[src/rtl/axi_rab_pkg.sv]
// Shared definitions for the AXI RAB W-channel dropper: FSM encoding,
// decision-queue entry layout and default queue depth.
package axi_rab_pkg;

  localparam int unsigned C_DEPTH_DEFAULT = 4;
  localparam int unsigned WCH_DEC_WIDTH   = 9;

  typedef enum logic [1:0] {
    WCH_IDLE = 2'd0,
    WCH_PASS = 2'd1,
    WCH_DROP = 2'd2
  } wch_state_e;

  typedef struct packed {
    logic       drop;
    logic [7:0] len;
  } wch_decision_t;

  function automatic logic [7:0] sat_inc8(input logic [7:0] v);
    return (v == 8'hFF) ? v : v + 8'd1;
  endfunction

endpackage

[src/rtl/axi4_wch_dropper_fifo.sv]
// Decision queue for the W-channel dropper: synchronous FIFO with registered
// status flags and a look-ahead view of the entry behind the head.
module axi4_wch_dropper_fifo #(
  parameter int unsigned WIDTH = 9,
  parameter int unsigned DEPTH = 4
) (
  input  logic             clk,
  input  logic             rst,
  input  logic             push,
  input  logic [WIDTH-1:0] push_data,
  input  logic             pop,
  output logic [WIDTH-1:0] head,
  output logic [WIDTH-1:0] second,
  output logic             empty,
  output logic             full,
  output logic             two_plus,
  output logic             ready
);

  localparam int unsigned AW = $clog2(DEPTH);
  localparam int unsigned CW = AW + 1;
  localparam logic [CW-1:0] DEPTH_C = CW'(DEPTH);

  logic [WIDTH-1:0] mem [DEPTH];
  logic [AW-1:0]    wr_ptr;
  logic [AW-1:0]    rd_ptr;
  logic [CW-1:0]    count;
  logic [CW-1:0]    count_nxt;
  logic             do_push;
  logic             do_pop;

  // A full queue may accept a new entry in the same cycle it retires one.
  assign do_pop  = pop & ~empty;
  assign do_push = push & (~full | do_pop);

  always_comb begin
    count_nxt = count;
    unique case ({do_push, do_pop})
      2'b10:   count_nxt = count + CW'(1);
      2'b01:   count_nxt = count - CW'(1);
      default: count_nxt = count;
    endcase
  end

  always_ff @(posedge clk) begin
    if (rst) begin
      wr_ptr   <= '0;
      rd_ptr   <= '0;
      count    <= '0;
      empty    <= 1'b1;
      full     <= 1'b0;
      two_plus <= 1'b0;
      ready    <= 1'b0;
    end else begin
      if (do_push) wr_ptr <= wr_ptr + AW'(1);
      if (do_pop)  rd_ptr <= rd_ptr + AW'(1);
      count    <= count_nxt;
      empty    <= (count_nxt == '0);
      full     <= (count_nxt == DEPTH_C);
      two_plus <= (count_nxt >= CW'(2));
      ready    <= (count_nxt != DEPTH_C);
    end
  end

  always_ff @(posedge clk) begin
    if (do_push) mem[wr_ptr] <= push_data;
  end

  assign head   = mem[rd_ptr];
  assign second = mem[rd_ptr + AW'(1)];

endmodule

[src/rtl/axi4_wch_dropper.sv]
// AXI4 W-channel dropper: forwards or sinks write-data bursts in the order the
// address stage decided, with zero-latency pass-through of the W payload.
module axi4_wch_dropper
  import axi_rab_pkg::*;
#(
  parameter int unsigned C_AXI_DATA_WIDTH = 64,
  parameter int unsigned C_AXI_USER_WIDTH = 4,
  parameter int unsigned C_DEPTH          = C_DEPTH_DEFAULT
) (
  input  logic                          axi4_aclk,
  input  logic                          axi4_arst,
  input  logic                          trans_accept,
  input  logic                          trans_drop,
  input  logic [7:0]                    trans_len,
  output logic                          trans_ready,
  input  logic [C_AXI_DATA_WIDTH-1:0]   s_axi4_wdata,
  input  logic [C_AXI_DATA_WIDTH/8-1:0] s_axi4_wstrb,
  input  logic [C_AXI_USER_WIDTH-1:0]   s_axi4_wuser,
  input  logic                          s_axi4_wlast,
  input  logic                          s_axi4_wvalid,
  output logic                          s_axi4_wready,
  output logic [C_AXI_DATA_WIDTH-1:0]   m_axi4_wdata,
  output logic [C_AXI_DATA_WIDTH/8-1:0] m_axi4_wstrb,
  output logic [C_AXI_USER_WIDTH-1:0]   m_axi4_wuser,
  output logic                          m_axi4_wlast,
  output logic                          m_axi4_wvalid,
  input  logic                          m_axi4_wready,
  output logic                          drop_done,
  output logic                          err_len
);

  wch_state_e    state;
  wch_state_e    follow_state;
  logic [7:0]    beat_cnt;
  logic [WCH_DEC_WIDTH-1:0] head_raw;
  logic [WCH_DEC_WIDTH-1:0] second_raw;
  wch_decision_t head_dec;
  wch_decision_t second_dec;
  wch_decision_t push_dec;
  logic          fifo_empty;
  logic          fifo_full;
  logic          fifo_two;
  logic          fifo_ready;
  logic          push_ok;
  logic          beat_hs;
  logic          burst_end;
  logic          follow_valid;
  logic          follow_drop;

  assign head_dec   = wch_decision_t'(head_raw);
  assign second_dec = wch_decision_t'(second_raw);
  assign push_dec   = '{drop: trans_drop, len: trans_len};

  assign trans_ready = fifo_ready;
  assign beat_hs     = s_axi4_wvalid & s_axi4_wready;
  assign burst_end   = beat_hs & s_axi4_wlast;
  assign push_ok     = (trans_accept | trans_drop) & (fifo_ready | (burst_end & fifo_full));

  axi4_wch_dropper_fifo #(
    .WIDTH (WCH_DEC_WIDTH),
    .DEPTH (C_DEPTH)
  ) u_fifo (
    .clk       (axi4_aclk),
    .rst       (axi4_arst),
    .push      (push_ok),
    .push_data (push_dec),
    .pop       (burst_end),
    .head      (head_raw),
    .second    (second_raw),
    .empty     (fifo_empty),
    .full      (fifo_full),
    .two_plus  (fifo_two),
    .ready     (fifo_ready)
  );

  // The burst that follows is the queued head when idle, or the entry behind
  // the head at burst end; either way a same-cycle push fills an empty slot.
  always_comb begin
    follow_valid = 1'b0;
    follow_drop  = 1'b0;
    if (state == WCH_IDLE) begin
      follow_valid = ~fifo_empty | push_ok;
      follow_drop  = fifo_empty ? trans_drop : head_dec.drop;
    end else begin
      follow_valid = fifo_two | push_ok;
      follow_drop  = fifo_two ? second_dec.drop : trans_drop;
    end
    follow_state = WCH_IDLE;
    if (follow_valid) follow_state = follow_drop ? WCH_DROP : WCH_PASS;
  end

  always_ff @(posedge axi4_aclk) begin
    if (axi4_arst) begin
      state    <= WCH_IDLE;
      beat_cnt <= '0;
    end else begin
      unique case (state)
        WCH_IDLE: state <= follow_state;
        WCH_PASS, WCH_DROP: begin
          if (burst_end) begin
            beat_cnt <= '0;
            state    <= follow_state;
          end else if (beat_hs) begin
            beat_cnt <= sat_inc8(beat_cnt);
          end
        end
        default: state <= WCH_IDLE;
      endcase
    end
  end

  always_comb begin
    s_axi4_wready = 1'b0;
    m_axi4_wvalid = 1'b0;
    m_axi4_wdata  = '0;
    m_axi4_wstrb  = '0;
    m_axi4_wuser  = '0;
    m_axi4_wlast  = 1'b0;
    unique case (state)
      WCH_PASS: begin
        s_axi4_wready = m_axi4_wready;
        m_axi4_wvalid = s_axi4_wvalid;
        m_axi4_wdata  = s_axi4_wdata;
        m_axi4_wstrb  = s_axi4_wstrb;
        m_axi4_wuser  = s_axi4_wuser;
        m_axi4_wlast  = s_axi4_wlast;
      end
      WCH_DROP: s_axi4_wready = 1'b1;
      default:  s_axi4_wready = 1'b0;
    endcase
  end

  assign drop_done = burst_end & (state == WCH_DROP) & ~axi4_arst;
  assign err_len   = burst_end & (beat_cnt != head_dec.len) & ~axi4_arst;

endmodule

[config.mk]
export PLATFORM = sky130hd
export DESIGN_NAME = axi4_wch_dropper
export DESIGN_NICKNAME = d
export VERILOG_FILES = /design/src/rtl/axi_rab_pkg.sv /design/src/rtl/axi4_wch_dropper_fifo.sv /design/src/rtl/axi4_wch_dropper.sv
export SDC_FILE = /design/constraint.sdc
export NUM_CORES = 1
export LEC_CHECK = 0
export ABC_AREA = 1
export CAP_MARGIN = 15
export CORE_MARGIN = 5
export CORE_UTILIZATION = 38
export CTS_BUF_LIST = sky130_fd_sc_hd__clkbuf_4 sky130_fd_sc_hd__clkbuf_8
export DETAILED_ROUTE_END_ITERATION = 6
export PLACE_DENSITY_LB_ADDON = 0.2
export SLEW_MARGIN = 20
export SYNTH_ARGS = -nofsm -noshare
export SYNTH_HDL_FRONTEND = slang
export SYNTH_SLANG_ARGS = --single-unit
export TNS_END_PERCENT = 100
[constraint.sdc]
create_clock -name axi4_aclk -period 2.4 [get_ports axi4_aclk]
set_input_delay 0.48 -clock axi4_aclk [delete_from_list [all_inputs] [get_ports axi4_aclk]]
set_output_delay 0.48 -clock axi4_aclk [all_outputs]
set_load 0.05 [all_outputs]
==> flow_summary.ini, run 1 <==
[run_status]
status = finished with violations
failed_checks = negative setup slack

[timing]
relSlewSlack = 0.6676
slew_violations = 0
fin_skew_ns = 0.006140
finalSetupTns_ns = -0.1037
worstMarginPinSlew_ns = 0.4970
max_freq_mhz = 408.8
period_minus_slack_ns = 2.446
rsz0062_at_grt = true
setup_viol = 5
final-hold-violation-count = 0
fin_ws_ns = -0.04604
hold_ws_ns = 0.5046
fin_crit_sh = 1.019

[place]
dpl_worst_slack_ns = -0.4036
placement.io_buffers = 172
dp.final_hpwl_mm = 9.831
placed_cell_area_um2 = 6289
gpl.final_weighted_congestion = 0.8235

[job]
drv_cap = 0

[die]
die_h_um = 105.2
dieWidth_um = 105.2
ioPinCount = 173
initial_core_util = 0.3928
core_area_um2 = 8763
die_area_um2 = 11060
core.rowCount = 34

[routing]
drcViolationCount = 0
routed-via-count = 3659
drtIter0Drc = 226
wl_per_cell_um = 15.70
viasPerCell = 4.649
ant_nets = 0
wirelength_mm = 12.35
dr.pass1.iters = 5

[logic_synthesis]
ys_ff_latch = 59
synth_area_um2 = 3442
syn_area_per_cell_um2 = 7.216
ys_seq_area_frac = 0.4478
synth.top_cell.area_share = 0.3141
synth_cells = 477
synth-edff-count = 36
synth_area_leaders = edfxtp_1, nand2_1, dfxtp_1
synth-async-reset-ratio = 0
synthesis.nets = 579
yosysTopAreaCell = edfxtp_1
synth.distinct_cells = 37
yosysWarnings = 0
synth_flop_cell = edfxtp_1

[global_route]
antenna_found_initial = 0
grt_pass1_wl_mm = 19.15
grt_usage = 0.2207
grt_pass1_vias = 3596
grt_overflow_total = 0
grt_max_degree = 79

[worst_setup_path]
cp_slowest_cell = fa_2
crit_family = adder cells
worstPathRequired_ns = 2.64
path_class = reg2reg
cp_max_fo = 4
crit_path_end_kind = flop
worstPathArrival_ns = 2.69
slowest_delay_ns = 0.42
critPathLaunchType = flop
critical_path.cell_chain = inv_4, ha_4, nand4_4, o21ai_4, nand3_4, ha_4, inv_4, fa_2, nor2_1, a21oi_2, a21oi_2, nor2_1
cp_num_buf_inv = 2

[cells_and_area]
finish.utilization = 0.7540
diodes = 0
fin_area_um2 = 6608
syn_to_final_growth_pct = 91.97
fillCellCount = 596
nNetsFinal = 776
drive_gt1_frac = 0.2371
ff_latch_area_um2 = 1553
multiInputGateArea_um2 = 1508

[cts]
cts.sinks = 59
cts_hold_buf = 0
clockBufferDepth = 2
numCtsBuffers = 9
clk_pin_slew_ns = 0.07
clk_latency_ns = 0.35
root_buffer = clkbuf_8
cts_max_level = 3
cts_tree = yes

[power_and_ir_drop]
p_per_area_nw_per_um2 = 554.7
p_leak_nw = 3.244
ir_drop_uv = 391.4

[worst_hold_path]
min_path_type = reg2reg
-- cell usage after synthesis (5+ instances only) --
cell type,n
o21ai_0,5
edfxtp_1,36
nand2_1,169
xor2_1,5
a21oi_1,14
nor3_1,5
clkbuf_1,7
nor2_1,26
ha_1,10
dfxtp_1,23
inv_1,116
nand3_1,25
-- final cells by class --
type | instances | area share
clock buffer | 9 | 0.01875
timing repair buffer | 200 | 0.4164
clock inverter | 7 | 0.01136
tap | 108 | 0.02045
sequential | 59 | 0.2350
inverter | 119 | 0.06987
multi-input combinational | 285 | 0.2282
-- cells in the final DEF, fill, tap and decap left out, types with 2 or more instances in the layout --
| cell | n |
|---|---|
| nand2_1 | 169 |
| inv_1 | 112 |
| clkdlybuf4s50_1 | 90 |
| buf_12 | 81 |
| edfxtp_1 | 36 |
| buf_4 | 26 |
| nand3_1 | 25 |
| nor2_1 | 22 |
| dfxtp_1 | 20 |
| a21oi_1 | 11 |
| clkbuf_8 | 10 |
| ha_1 | 6 |
| xor2_1 | 5 |
| nor3_1 | 5 |
| nor2_4 | 4 |
| inv_4 | 4 |
| o21ai_1 | 4 |
| o21ai_0 | 4 |
| ha_4 | 4 |
| inv_6 | 3 |
| a21oi_2 | 3 |
| dfxtp_4 | 3 |
| nand2_4 | 2 |
| inv_2 | 2 |
| nand4_1 | 2 |
| xnor2_1 | 2 |
| nor2_2 | 2 |
| clkinv_2 | 2 |
| clkinv_4 | 2 |
-- worst reg2reg max path: stages, from the launching register on --
cell     delay (ns)
dfxtp_4        0.39
inv_4          0.05
ha_4           0.28
nand4_4        0.19
o21ai_4        0.24
nand3_4        0.10
ha_4           0.17
inv_4          0.05
fa_2           0.42
nor2_1         0.15
a21oi_2        0.08
a21oi_2        0.16
nor2_1         0.06
-- sequential cells by signal (all words and copies together), names as in the netlist, 2 cells and up, named ones only --
signal / cells
u_fifo.wr_ptr: 2
u_fifo.rd_ptr: 2
u_fifo.count: 3
state: 2
u_fifo.mem: 36
beat_cnt: 8
-- per-layer routing --
metal  GRT usage  routed length [µm]  vias up
met2      0.4272                6908      130
met3     0.05240                 713       19
li1            -                   -     1816
met5           0                   0        -
met1      0.2303                4452     1694
met4     0.07306                 280        0
-- power by group --
group / switching [mW] / total (mW) / internal [mW]
combinational: 0.860 / 1.60 / 0.737
clock: 0.425 / 0.911 / 0.485
sequential: 0.0352 / 1.16 / 1.12
-- path summary, 6_finish.rpt --
| check | startpoint | end | slack (ns) | cells past startpoint |
|---|---|---|---|---|
| worst max-delay path | state[1]$_SDFFE_PP0P_ | u_fifo.empty$_SDFF_PP1_ | -0.05 | 12 |
| worst min register to register | beat_cnt[7]$_SDFFE_PP0P_ | beat_cnt[7]$_SDFFE_PP0P_ | 0.50 | 2 |
| worst max register to register | state[1]$_SDFFE_PP0P_ | u_fifo.empty$_SDFF_PP1_ | -0.05 | 12 |
| worst min-delay path | beat_cnt[7]$_SDFFE_PP0P_ | beat_cnt[7]$_SDFFE_PP0P_ | 0.50 | 2 |
-- metrics by stage --
stage	total power [mW]	std cells
floorplan	1.923	477
global placement	2.708	765
detailed placement	2.739	765
CTS	3.663	785
global route	3.814	787
finish	3.665	787
-- logic make-up (layout without fill, tap and decap cells) --
family	after synthesis	count (layout)	share of synthesized area
xor gates and xnor gates	7	7	0.01781
adders and majority gates	11	11	0.04217
AOI/OAI and AO/OA	27	27	0.04653
DFF	59	59	0.4478
and+or+nand+nor	240	240	0.2952
buffers and inverters	133	335	0.1505
-- timing repair --
| action | 4_1_cts | 5_1_grt |
|---|---|---|
| setup buffers | 4 | 2 |
| endpoints found under the setup margin | 82 | 7 |
| resized for setup | 14 | 7 |
| pin swaps | 11 | 14 |
Note: power is estimated with default switching activity, not from simulation.
==> inputs of run 2 (changes only) <==
Settings changed: CAP_MARGIN 15 to 40.
==> results of run 2 <==
The final DEF is identical to that of run 1; final timing and power are the same.
